## src/rtl/rx.sv

```systemverilog
// rx: serial-to-parallel flit receiver at the downstream end of a
// router-to-router serial link. It waits for a start bit, shifts in SIZE
// data bits LSB first, then holds the flit for the input buffer until it
// is acknowledged. channel_busy tells the transmitter when a new flit may
// begin.

`ifndef SIZE
`define SIZE 8
`endif

module rx #(
   parameter int    routerid = -1,
   parameter string port     = "unknown"
) (
   input  logic               clk,
   input  logic               reset,
   input  logic               serial_in,
   output logic               channel_busy,
   output logic [`SIZE-1:0]   parallel_out,
   output logic               out_req,
   input  logic               out_ack,
   output logic               rx_active,
   output logic               overrun
);

   localparam int CW = (`SIZE > 1) ? $clog2(`SIZE) : 1;

   localparam logic [1:0] IDLE = 2'd0;
   localparam logic [1:0] RECV = 2'd1;
   localparam logic [1:0] FULL = 2'd2;

   localparam logic [CW-1:0] LAST_BIT = CW'(`SIZE - 1);

   logic [1:0]       state;
   logic [CW-1:0]    count;
   logic [`SIZE-1:0] shift_reg;
   logic [`SIZE-1:0] word_next;

   // Busy whenever a flit is arriving or still waiting for the consumer.
   assign rx_active    = (state == RECV);
   assign out_req      = (state == FULL);
   assign channel_busy = rx_active | out_req;

   // Partial word with the bit being sampled on this edge merged in.
   always_comb begin
      word_next        = shift_reg;
      word_next[count] = serial_in;
   end

   // Receive state machine. The word is assembled in shift_reg and copied
   // to parallel_out only when complete, so parallel_out never shows a
   // partial flit. The ack edge out of FULL ignores serial_in.
   always_ff @(posedge clk or negedge reset) begin
      if (!reset) begin
         state        <= IDLE;
         count        <= '0;
         shift_reg    <= '0;
         parallel_out <= '0;
         overrun      <= 1'b0;
      end else begin
         overrun <= 1'b0;
         case (state)
            IDLE: begin
               if (serial_in) begin
                  state     <= RECV;
                  count     <= '0;
                  shift_reg <= '0;
               end
            end
            RECV: begin
               shift_reg <= word_next;
               if (count == LAST_BIT) begin
                  parallel_out <= word_next;
                  count        <= '0;
                  state        <= FULL;
               end else begin
                  count <= count + 1'b1;
               end
            end
            FULL: begin
               if (out_ack) begin
                  state <= IDLE;
               end else if (serial_in) begin
                  overrun <= 1'b1;
               end
            end
            default: begin
               state <= IDLE;
               count <= '0;
            end
         endcase
      end
   end

endmodule

```

## config.mk

```make
export PLATFORM = sky130hd
export DESIGN_NAME = rx
export DESIGN_NICKNAME = d
export VERILOG_FILES = /design/src/rtl/rx.sv
export SDC_FILE = /design/constraint.sdc
export NUM_CORES = 1
export LEC_CHECK = 0
export BUFFER_PORTS_ARGS = -buffer_cell sky130_fd_sc_hd__buf_2
export CAP_MARGIN = 20
export CORE_UTILIZATION = 44
export DETAILED_ROUTE_END_ITERATION = 8
export PLACE_DENSITY = 0.74
export SLEW_MARGIN = 20
export SYNTH_ARGS = -nofsm -noshare
export SYNTH_HDL_FRONTEND = slang
export SYNTH_SLANG_ARGS = --single-unit
export TNS_END_PERCENT = 20
```

## constraint.sdc

```tcl
create_clock -name clk -period 1.7 [get_ports clk]
set_input_delay 0.17 -clock clk [delete_from_list [all_inputs] [get_ports clk]]
set_output_delay 0.17 -clock clk [all_outputs]
set_load 0.01 [all_outputs]
```

Yosys cells after proc, flatten, opt, wreduce, memory -nomap -nowiden. Cells that the tools add are included.

Flip-flop bits (word level): 22. Input port bits: 4. Output and inout port bits: 12. Logic and storage cells: 38.

Add/subtract/negate cells: 1. Order comparisons: 2. Equal/unequal tests: 6. Muxes and demuxes: 15. Bitwise gates (word level): 2. Reduce and logical (&&, ||, !) cells: 7.

Operators by type and width (count): case mux 8 bit (2 select lines) (1); case mux 3 bit (3 select lines) (1); bitwise mux 8 bit (1); 2-to-1 mux 8 bit (1); 2-to-1 mux 2 bit (3); 2-to-1 mux 3 bit (2); case mux 2 bit (3 select lines) (1); AND reduction 2 bit (3); < comparator 3 x 4 -> 1 bit (second input constant) (1); 2-to-1 mux 1 bit (4); inequality test 2 x 1 -> 1 bit (second input constant) (2); adder 3 x 1 -> 3 bit (second input constant) (1); demux 1 bit (select 3 bit) (1); equality test 3 bit (second input constant) (1); greater-or-equal comparator 3 x 1 -> 1 bit (second input constant) (1); AND reduction 3 bit (1); equality test 2 x 1 -> 1 bit (second input constant) (1); equality test 2 bit (second input constant) (1); logical NOT 2 bit (1); inequality test 2 bit (second input constant) (1); nonzero test 2 bit (1); logical AND 1 bit (1); NOT 1 bit (1); bitwise OR 1 bit (1).

Longest topological paths before layout.
Depth in word-level cells: 6. Gate-level depth with buffers: 7. Mapped depth without buffers: 5.

Worst setup path after synthesis. No wires, ideal clock.

Kind: flip-flop to flip-flop. From: register state[0]. To: register state[1]. Library setup time: 125 ps. Arrival time: 1465 ps. Data required time: 1575 ps. Setup slack: 110 ps. Stages on the path, launching flop included: 6. Path buffers: 1. Period minus slack after synthesis: 1590 ps. Cell sequence: dfrtp_1 ha_1 buf_4 nor2b_4 nor3_1 mux2_2.

Word-level cells in the longest chain between the ends: 3. Elaborated cells between the ends (all ways): 8. Classes of those cells: 5 x eq/ne; 1 x mux; 2 x reduce/logical.

Ends and longest elaborated chain: start: declaration (RTL line 34) `logic [1:0] state;`; start signal: assignment (RTL line 55) `state <= IDLE;`; start signal: assignment (RTL line 65) `state <= RECV;`; start signal: assignment (RTL line 75) `state <= FULL;`; equality test 2 x 1 -> 1 bit *; net rx_active (RTL line 22) `output logic rx_active,`; inequality test 2 x 1 -> 1 bit (no source line); AND reduction 3 bit (no source line).

Mark *: on every way through the listed nets, which the timed path passes. The rest lies on a longest branch. A chain may end at the register's enable or synchronous reset.

Worst setup path in the final report.
From: register state[1]. To: register state[1].

Word-level cells in the longest chain between the ends: 3. Elaborated cells between the ends (all ways): 8. Classes of those cells: 5 x eq/ne; 1 x mux; 2 x reduce/logical.

Ends and longest elaborated chain: equality test 2 x 1 -> 1 bit, or another cell as far along (RTL line 62) `case (state)`; inequality test 2 x 1 -> 1 bit (no source line) / inequality test 2 bit (equally long branches); AND reduction 3 bit (no source line).

Several ways; a longest one is shown, not always the timed one.

==> metrics.md <==
| Metric | Value |
|---|---|
| Total number of vias | 939 |
| Grt ovf | 0 |
| Setup crit start kind | register |
| CTS Root Cell | clkbuf_4 |
| Cell Area, Synth | 0.00124 mm² |
| Ports | 16 |
| Yosys cell types | 27 |
| Max IR drop VDD | 0.964 mV |
| Worst hold slack | 0.288 ns |
| Final Max Slew Viols | 0 |
| Avg Vias per Cell | 5.49 |
| Initial Util | 48.3% |
| Setup TNS Final | 0 ns |
| Synth Net Count | 134 |
| Lkg Pwr | 0.623 nW |
| Syn Area/Cell | 10.0 µm² |
| Final wirelength | 2340 µm |
| Routed len/inst | 13.7 µm |
| ANT cells | 0 |
| Post-route cell area | 0.00143 mm² |
| Status | complete, no violations |
| IO Port Bufs | 15 |
| Total track usage | 18.4% |
| Vias in the first global route | 843 |
| WP data arrival | 1.79 ns |
| Setup CP Type | reg -> reg |
| H-tree depth | 1 |
| Crit Path Max Fanout | 12 |
| First-pass GRT wire length | 3880 µm |
| Ranking of synthesized cells by area | dfrtp_1 (44%), mux2i_1 (8.1%), a21oi_1 (7.7%), ha_1 (6.0%), nor3_1 (3.6%) |
| Final setup fails | 0 |
| Final worst-path cycle share | 93.3% |
| Power Density | 1360 mW/mm² |
| Worst-Margin Slew | 0.489 ns |
| Fillcell total | 227 |
| DP Area | 0.00136 mm² |
| Iter 0 DRT Violations | 18 |
| Number of hold violations in the final report | 0 |
| CTS tree | yes |
| Core Rows | 18 |
| Max Buffers Root-to-Sink | 2 |
| Gpl congestion | 0.812 |
| Commonest cells after routing, fill and taps aside | dfrtp_1 (22), a21oi_1 (19), buf_2 (15) |
| Dpl cells | 166 |
| Die height | 55.1 µm |
| Synth top area share | 44.4% |
| Total power | 0.00194 W |
| Leading area contributor after synthesis | dfrtp_1 |
| Placed wire-length estimate | 1660 µm |
| Largest net degree at the start of global routing | 23 |
| DRT antenna net count | 0 |
| Yosys warns | 0 |
| Sink Count | 22 |
| Clock latency on the worst-skew pair | 0.31 ns |
| CTS buffer count | 3 |
| Post-Layout Cell Count | 171 |
| Commonest non-fill, non-tap cell in the layout | dfrtp_1 |
| Initial antenna violation count | 0 |
| DIE AREA | 0.00304 mm² |
| Clock skew | 0.00958 ns |
| Synthesized flop and latch total | 22 |
| Layout area overhead | 15.0% |
| Worst Hold Class | in -> reg |
| Drt drc | 0 |
| Share of layout cells above drive strength 1 | 25.5% |
| Max-cap violations | 0 |
| Max Freq | 631 MHz |
| Post-CTS setup buffer count | 0 |
| Setup crit end kind | register |
| Post-layout min period | 1.59 ns |
| Critical Path RT | 1.90 ns |
| Max-slew headroom at the worst pin | 67.4% |
| NumNets Final | 152 |
| Die X | 55.1 µm |
| Worst-path clk slew | 0.12 ns |
| Drt first pass iters | 4 |
| Sequential area share after synthesis | 44.4% |
| Core ar. | 0.00257 mm² |
| Cells after Synth | 124 |
==> cells by family (layout without fill, tap and decap cells) <==
family | count (synthesis) | count (layout) | synth area share, %
muxes | 11 | 11 | 8.97
adders and majority gates | 6 | 6 | 6.05
buffers and inverters | 14 | 31 | 5.95
AOI/OAI and AO/OA | 25 | 25 | 11.7
and+or+nand+nor | 46 | 46 | 23.0
DFF | 22 | 22 | 44.4
==> routing by layer <==
layer	vias to the layer above	track usage, %	wire, µm
li1	471	-	-
met1	449	25.4	1150
met2	15	28.5	1110
met3	4	3.01	61
met4	0	7.92	16
met5	-	0	0
==> critical path: stages, from the launching register on <==
cell and delay [ns]:
dfrtp_1 0.39, inv_1 0.08, ha_1 0.23, buf_12 0.15
nor2b_4 0.12, nor3_2 0.16, mux2_2 0.35
==> cell usage after synthesis <==
| library cell | instances |
|---|---|
| a31oi_1 | 1 |
| nor4_2 | 3 |
| buf_2 | 4 |
| nand3b_1 | 3 |
| nor3_1 | 9 |
| clkbuf_2 | 1 |
| nand4_1 | 1 |
| mux2i_1 | 10 |
| nand3_1 | 1 |
| o32a_1 | 1 |
| or3b_1 | 1 |
| inv_1 | 5 |
| a22oi_1 | 1 |
| nor3b_2 | 3 |
| mux2_2 | 1 |
| nor2b_4 | 1 |
| buf_4 | 4 |
| a41oi_1 | 3 |
| nand2b_1 | 1 |
| dfrtp_1 | 22 |
| ha_1 | 6 |
| nor2_1 | 12 |
| and2_1 | 2 |
| nand2_1 | 5 |
| a21oi_1 | 19 |
| nor3b_1 | 1 |
| nor2b_1 | 3 |
==> through the flow <==
step                utilization [%]  setup slack (ns)
finish                         55.6             0.114
global route                   55.6          -0.00467
CTS                            55.3            0.0259
detailed placement             52.8            0.0370
global placement               52.8            0.0931
floorplan                         -             0.110
==> worst paths after layout <==
| check | start | endpoint | slack [ns] | cells after the start |
|---|---|---|---|---|
| setup / recovery | state[1] | state[1] | 0.11 | 6 |
| hold / removal | serial_in | overrun | 0.29 | 2 |
| min in group asynchronous | reset | shift_reg[1] | 0.33 | 2 |
| setup reg to reg | state[1] | state[1] | 0.11 | 6 |
| hold reg to reg | parallel_out[1] | parallel_out[1] | 0.53 | 2 |
| max in group asynchronous | reset | shift_reg[6] | 1.03 | 2 |
==> what timing repair did <==
item / 4_1_cts / 5_1_grt
gates resized for setup: 0 / 3
hold buffers: 1 / 0
setup endpoints to repair: 0 / 12
endpoints found under the hold margin: 22 / 0
==> report_power, final <==
group,switching (W),internal [W]
Sequential,0.0000502,0.000599
Combinational,0.000485,0.000400
Clock,0.000165,0.000238
==> layout make-up <==
cell class	instances	area (µm²)	share of cell area, %
Multi-Input combinational cell	88	626	43.8
Clock buffer	3	22.5	1.58
Inverter	5	18.8	1.31
Clock inverter	1	30.0	2.10
Timing Repair Buffer	22	143	9.99
Sequential cell	22	551	38.6
Tap cell	30	37.5	2.63
Power figures use the tool's default switching activity.
